===== src/rtl/fadd_issue_ctrl_pkg.sv =====
// Shared floating-point adder issue constants, rounding-mode encodings and operand payload.
package fadd_issue_ctrl_pkg;

    localparam int unsigned LAT_DEFAULT = 2;
    localparam int unsigned ID_W        = 1;
    localparam int unsigned FP_W        = 32;

    typedef logic [1:0] rm_t;

    localparam rm_t RM_NEAR = 2'b00;
    localparam rm_t RM_ZERO = 2'b01;
    localparam rm_t RM_UP   = 2'b10;
    localparam rm_t RM_DOWN = 2'b11;

    typedef struct packed {
        logic [FP_W-1:0] a;
        logic [FP_W-1:0] b;
        logic            sub;
        rm_t             rm;
    } fop_t;

endpackage


===== src/rtl/fadd_issue_ctrl_rr_arb2.sv =====
// Two-way round-robin arbiter; the priority pointer moves only when a grant is issued.
module rr_arb2 (
    input  logic       clk,
    input  logic       clrn,
    input  logic [1:0] req_i,
    input  logic       en_i,
    output logic [1:0] gnt_o,
    output logic       gidx_o
);

    logic prio_q;
    logic prio_d;
    logic fire;

    always_comb begin
        gidx_o = 1'b0;
        gnt_o  = 2'b00;
        prio_d = prio_q;
        if (req_i == 2'b11) begin
            gidx_o = prio_q;
        end else if (req_i[1]) begin
            gidx_o = 1'b1;
        end
        fire = en_i & (|req_i);
        if (fire) begin
            gnt_o  = gidx_o ? 2'b10 : 2'b01;
            prio_d = ~gidx_o;
        end
    end

    // Pointer holds the index preferred on the next contended cycle.
    always_ff @(posedge clk or negedge clrn) begin
        if (!clrn) begin
            prio_q <= 1'b0;
        end else begin
            prio_q <= prio_d;
        end
    end

endmodule


===== src/rtl/fadd_issue_ctrl.sv =====
// Issue controller sharing one pipelined FP adder between two requesters, with a
// valid/id shadow pipeline and a stall that freezes the adder on result backpressure.
module fadd_issue_ctrl
    import fadd_issue_ctrl_pkg::*;
#(
    parameter int unsigned LAT = LAT_DEFAULT
) (
    input  logic            clk,
    input  logic            clrn,
    input  logic            req0_valid,
    output logic            req0_ready,
    input  logic [FP_W-1:0] req0_a,
    input  logic [FP_W-1:0] req0_b,
    input  logic            req0_sub,
    input  logic [1:0]      req0_rm,
    input  logic            req1_valid,
    output logic            req1_ready,
    input  logic [FP_W-1:0] req1_a,
    input  logic [FP_W-1:0] req1_b,
    input  logic            req1_sub,
    input  logic [1:0]      req1_rm,
    output logic [FP_W-1:0] fa,
    output logic [FP_W-1:0] fb,
    output logic            fsub,
    output logic [1:0]      frm,
    output logic            fe,
    input  logic [FP_W-1:0] fs,
    output logic            res_valid,
    input  logic            res_ready,
    output logic            res_id,
    output logic [FP_W-1:0] res_s,
    output logic            busy
);

    logic [LAT-1:0]           valid_q;
    logic [LAT-1:0]           valid_d;
    logic [LAT-1:0][ID_W-1:0] id_q;
    logic [LAT-1:0][ID_W-1:0] id_d;
    logic [1:0]               gnt;
    logic                     gidx;
    logic                     arb_en;
    fop_t                     op0;
    fop_t                     op1;
    fop_t                     op_sel;

    assign res_valid = valid_q[LAT-1];
    assign res_id    = id_q[LAT-1][0];
    assign res_s     = fs;
    assign busy      = |valid_q;
    assign fe        = ~(res_valid & ~res_ready);
    // Reset also blocks grants so no requester sees ready while clrn is low.
    assign arb_en    = fe & clrn;

    rr_arb2 u_arb (
        .clk    (clk),
        .clrn   (clrn),
        .req_i  ({req1_valid, req0_valid}),
        .en_i   (arb_en),
        .gnt_o  (gnt),
        .gidx_o (gidx)
    );

    assign req0_ready = gnt[0];
    assign req1_ready = gnt[1];

    assign op0    = '{a: req0_a, b: req0_b, sub: req0_sub, rm: req0_rm};
    assign op1    = '{a: req1_a, b: req1_b, sub: req1_sub, rm: req1_rm};
    assign op_sel = gnt[1] ? op1 : op0;
    assign fa     = op_sel.a;
    assign fb     = op_sel.b;
    assign fsub   = op_sel.sub;
    assign frm    = op_sel.rm;

    always_comb begin
        valid_d    = valid_q;
        id_d       = id_q;
        valid_d[0] = |gnt;
        id_d[0]    = ID_W'(gidx);
        for (int unsigned i = 1; i < LAT; i++) begin
            valid_d[i] = valid_q[i-1];
            id_d[i]    = id_q[i-1];
        end
    end

    // Shadow pipeline advances in lockstep with the adder enable.
    always_ff @(posedge clk or negedge clrn) begin
        if (!clrn) begin
            valid_q <= '0;
            id_q    <= '0;
        end else if (fe) begin
            valid_q <= valid_d;
            id_q    <= id_d;
        end
    end

endmodule


===== config.mk =====
export PLATFORM = sky130hd
export DESIGN_NAME = fadd_issue_ctrl
export DESIGN_NICKNAME = d
export VERILOG_FILES = /design/src/rtl/fadd_issue_ctrl_pkg.sv /design/src/rtl/fadd_issue_ctrl_rr_arb2.sv /design/src/rtl/fadd_issue_ctrl.sv
export SDC_FILE = /design/constraint.sdc
export NUM_CORES = 1
export LEC_CHECK = 0
export ABC_AREA = 0
export BUFFER_PORTS_ARGS = -buffer_cell sky130_fd_sc_hd__buf_2
export CORE_AREA = 2 2 106 108
export CTS_BUF_LIST = sky130_fd_sc_hd__clkbuf_8
export DETAILED_ROUTE_END_ITERATION = 8
export DIE_AREA = 0 0 108 110
export SLEW_MARGIN = 20
export SYNTH_ARGS = -nofsm -noshare
export SYNTH_HDL_FRONTEND = slang
export SYNTH_SLANG_ARGS = --single-unit

===== constraint.sdc =====
create_clock -name clk -period 4 [get_ports clk]
set_clock_uncertainty 0.05 [all_clocks]
set_input_delay 0.8 -clock clk [delete_from_list [all_inputs] [get_ports clk]]
set_output_delay 0.8 -clock clk [all_outputs]
set_load 0.01 [all_outputs]

==> flow_metrics.env <==
export IMPL_status="finished clean"
export IMPL_synth_distinct_cells=19
export IMPL_boundaryPins=276
export IMPL_coreArea_um2=10700
export IMPL_grt_use_total_pct=6.997
export IMPL_wl_per_cell_um=10.93
export IMPL_synth_seq_cells=5
export IMPL_yosysWarnings=0
export IMPL_p_leak_uw=0.001362
export IMPL_layout_drive_gt1_share_pct=93.20
export IMPL_die_x_um=108
export IMPL_worstSkewPairLatency_ns=0.22
export IMPL_synth_area_um2=1374
export IMPL_synth_top_cell_area_share_pct=39.34
export IMPL_ys_seq_area_share_pct=9.107
export IMPL_fin_crit_ns=3.113
export IMPL_whs_ns=0.3850
export IMPL_critPathLaunchType="primary input"
export IMPL_rsz0062_at_grt="false"
export IMPL_path_clk_slew_ns=0.03
export IMPL_cts_hold_buf=0
export IMPL_start_util_pct=12.84
export IMPL_multiInputGateArea_um2=944.7
export IMPL_postSynthCellCount=131
export IMPL_grt_pass1_vias=1536
export IMPL_post_route_period_util_pct=77.83
export IMPL_route_detailed_drc=0
export IMPL_yosys_area_top_type="mux2_2"
export IMPL_synthTopCellsByArea="mux2_2 (39%), mux2_4 (21%), buf_4 (17%)"
export IMPL_viasPerCell=3.747
export IMPL_dieArea_um2=11880
export IMPL_root_buffer="clkbuf_8"
export IMPL_dp_hpwl_mm=4.443
export IMPL_grt_start_max_net_pins=35
export IMPL_hp_class="in2async"
export IMPL_antenna_found_initial=0
export IMPL_port_buffers=211
export IMPL_required_ns=3.15
export IMPL_clk_path_buf_depth=2
export IMPL_grt_pass1_wl_mm=6.596
export IMPL_area_delta_synth_final_pct=72.77
export IMPL_post_cts_resize_count=0
export IMPL_final_cell_mix="buf_2 (211), mux2_2 (48), mux2_4 (19)"
export IMPL_avgSynthCellArea_um2=10.49
export IMPL_finalSetupTns_ns=0
export IMPL_cp_max_fo=34
export IMPL_layout_commonest_cell="buf_2"
export IMPL_ys_flop_type="dfrtp_1"
export IMPL_place_area_um2=2326
export IMPL_crit_path_end_kind="output pin"
export IMPL_slew_viol_final=0
export IMPL_hold_viol=0
export IMPL_relSlewSlack_pct=64.81
export IMPL_synth_edf_count=0
export IMPL_maxCapViolations=0
export IMPL_fp_row_count=38
export IMPL_gp_congestion=0.7490
export IMPL_crit_type="in2out"
export IMPL_die_height_um=110
export IMPL_worst_slew_pin_slew_ns=0.5279
export IMPL_vias=1686
export IMPL_cts_tree="done"
export IMPL_fmax_mhz=321.2
export IMPL_seq_area_um2=125.1
export IMPL_reg2reg_depth=4
export IMPL_cts_sinks=5
export IMPL_crit_arrival_ns=2.26
export IMPL_antenna_left=0
export IMPL_stdcell_area_um2=2374
export IMPL_synthesis_nets=302
export IMPL_nets=481
export IMPL_synth_async_reset_ratio_pct=100.0
export IMPL_powerDensity_nw_per_um2=197.4
export IMPL_peakVddDrop_mv=0.06696
export IMPL_first_iter_violations=31
export IMPL_grt_overflow=0
export IMPL_instances_no_fill=450
export IMPL_placed_cells=445
export IMPL_post_cts_setup_buffers=0
export IMPL_setup_violations=0
export IMPL_fill_cells=1179
export IMPL_cts_buffers=3
export IMPL_drt_wl_total_mm=4.918
export IMPL_cts_htree_levels=1
export IMPL_dr_pass1_iters=4
[power breakdown]
part	leakage [uW]	switching (uW)	internal, uW
clock network	0.0000269	22.9	65.6
logic	0.00127	131	180
registers	0.0000600	8.08	61.3
total	0.00136	162	307
[cells by family after synthesis]
family | after synthesis | synth area share [%]
buffers and inverters | 41 | 22.13
AND/OR/NAND/NOR | 13 | 6.467
AO/OA/AOI/OAI | 5 | 2.186
flip-flops | 5 | 9.107
multiplexers | 67 | 60.11
[path summary, 6_finish.rpt]
path / slack (ns) / end / start
setup / recovery: 0.89 / fb[2] / res_ready
max in group asynchronous: 3.33 / id_d[1] / clrn
hold reg to reg: 0.43 / res_id / res_id
min in group clk: 0.43 / res_id / res_id
hold / removal: 0.38 / u_arb.prio_q / clrn
setup reg to reg: 2.92 / u_arb.prio_q / valid_q[1]
[flip-flops by register name, indices dropped and copies added, names as in the netlist]
| register | count |
|---|---|
| id_d | 1 |
| valid_q | 2 |
| res_id | 1 |
| u_arb.prio_q | 1 |
[layout make-up]
| type | count | area share (%) |
|---|---|---|
| Inverter | 2 | 0.4217 |
| Sequential cell | 5 | 5.271 |
| Multi-Input combinational cell | 85 | 39.80 |
| Clock inverter | 1 | 0.1581 |
| Antenna cell | 1 | 0.1054 |
| Timing Repair Buffer | 213 | 45.12 |
| Tap cell | 140 | 7.380 |
| Clock buffer | 3 | 1.740 |
[stage by stage]
stage | total power (uW) | utilization [%] | setup slack, ns
after floorplan | 277.7 | - | 1.387
after global placement | 378.4 | 21.74 | 0.9316
after detailed placement | 383.7 | 21.74 | 0.8738
after CTS | 476.3 | 22.16 | 0.8686
after global routing | 509.0 | 22.16 | 0.7660
final | 468.5 | 22.19 | 0.8868
[worst max-delay path: stages]
cell	delay, ns
buf_2	0.11
nor2b_4	0.16
inv_4	0.08
nand4_4	0.09
buf_4	0.44
mux2_2	0.40
buf_2	0.14
[cells in the mapped netlist (2+ instances only)]
library cell / n
buf_2: 4
buf_4: 32
buf_6: 3
dfrtp_1: 5
mux2_2: 48
mux2_4: 19
nand2_1: 6
nand3_1: 2
o21ai_0: 2
[per-layer routing]
layer	part of all wire (%)	up-vias	wire [um]	global-route usage [%]
met5	0	-	0	0
met4	0.59	0	29	1.465
met3	13	4	654	1.705
met2	54	166	2671	14.47
met1	32	727	1563	6.992
li1	-	789	-	-
No activity file was read; power rests on OpenSTA's default activity.
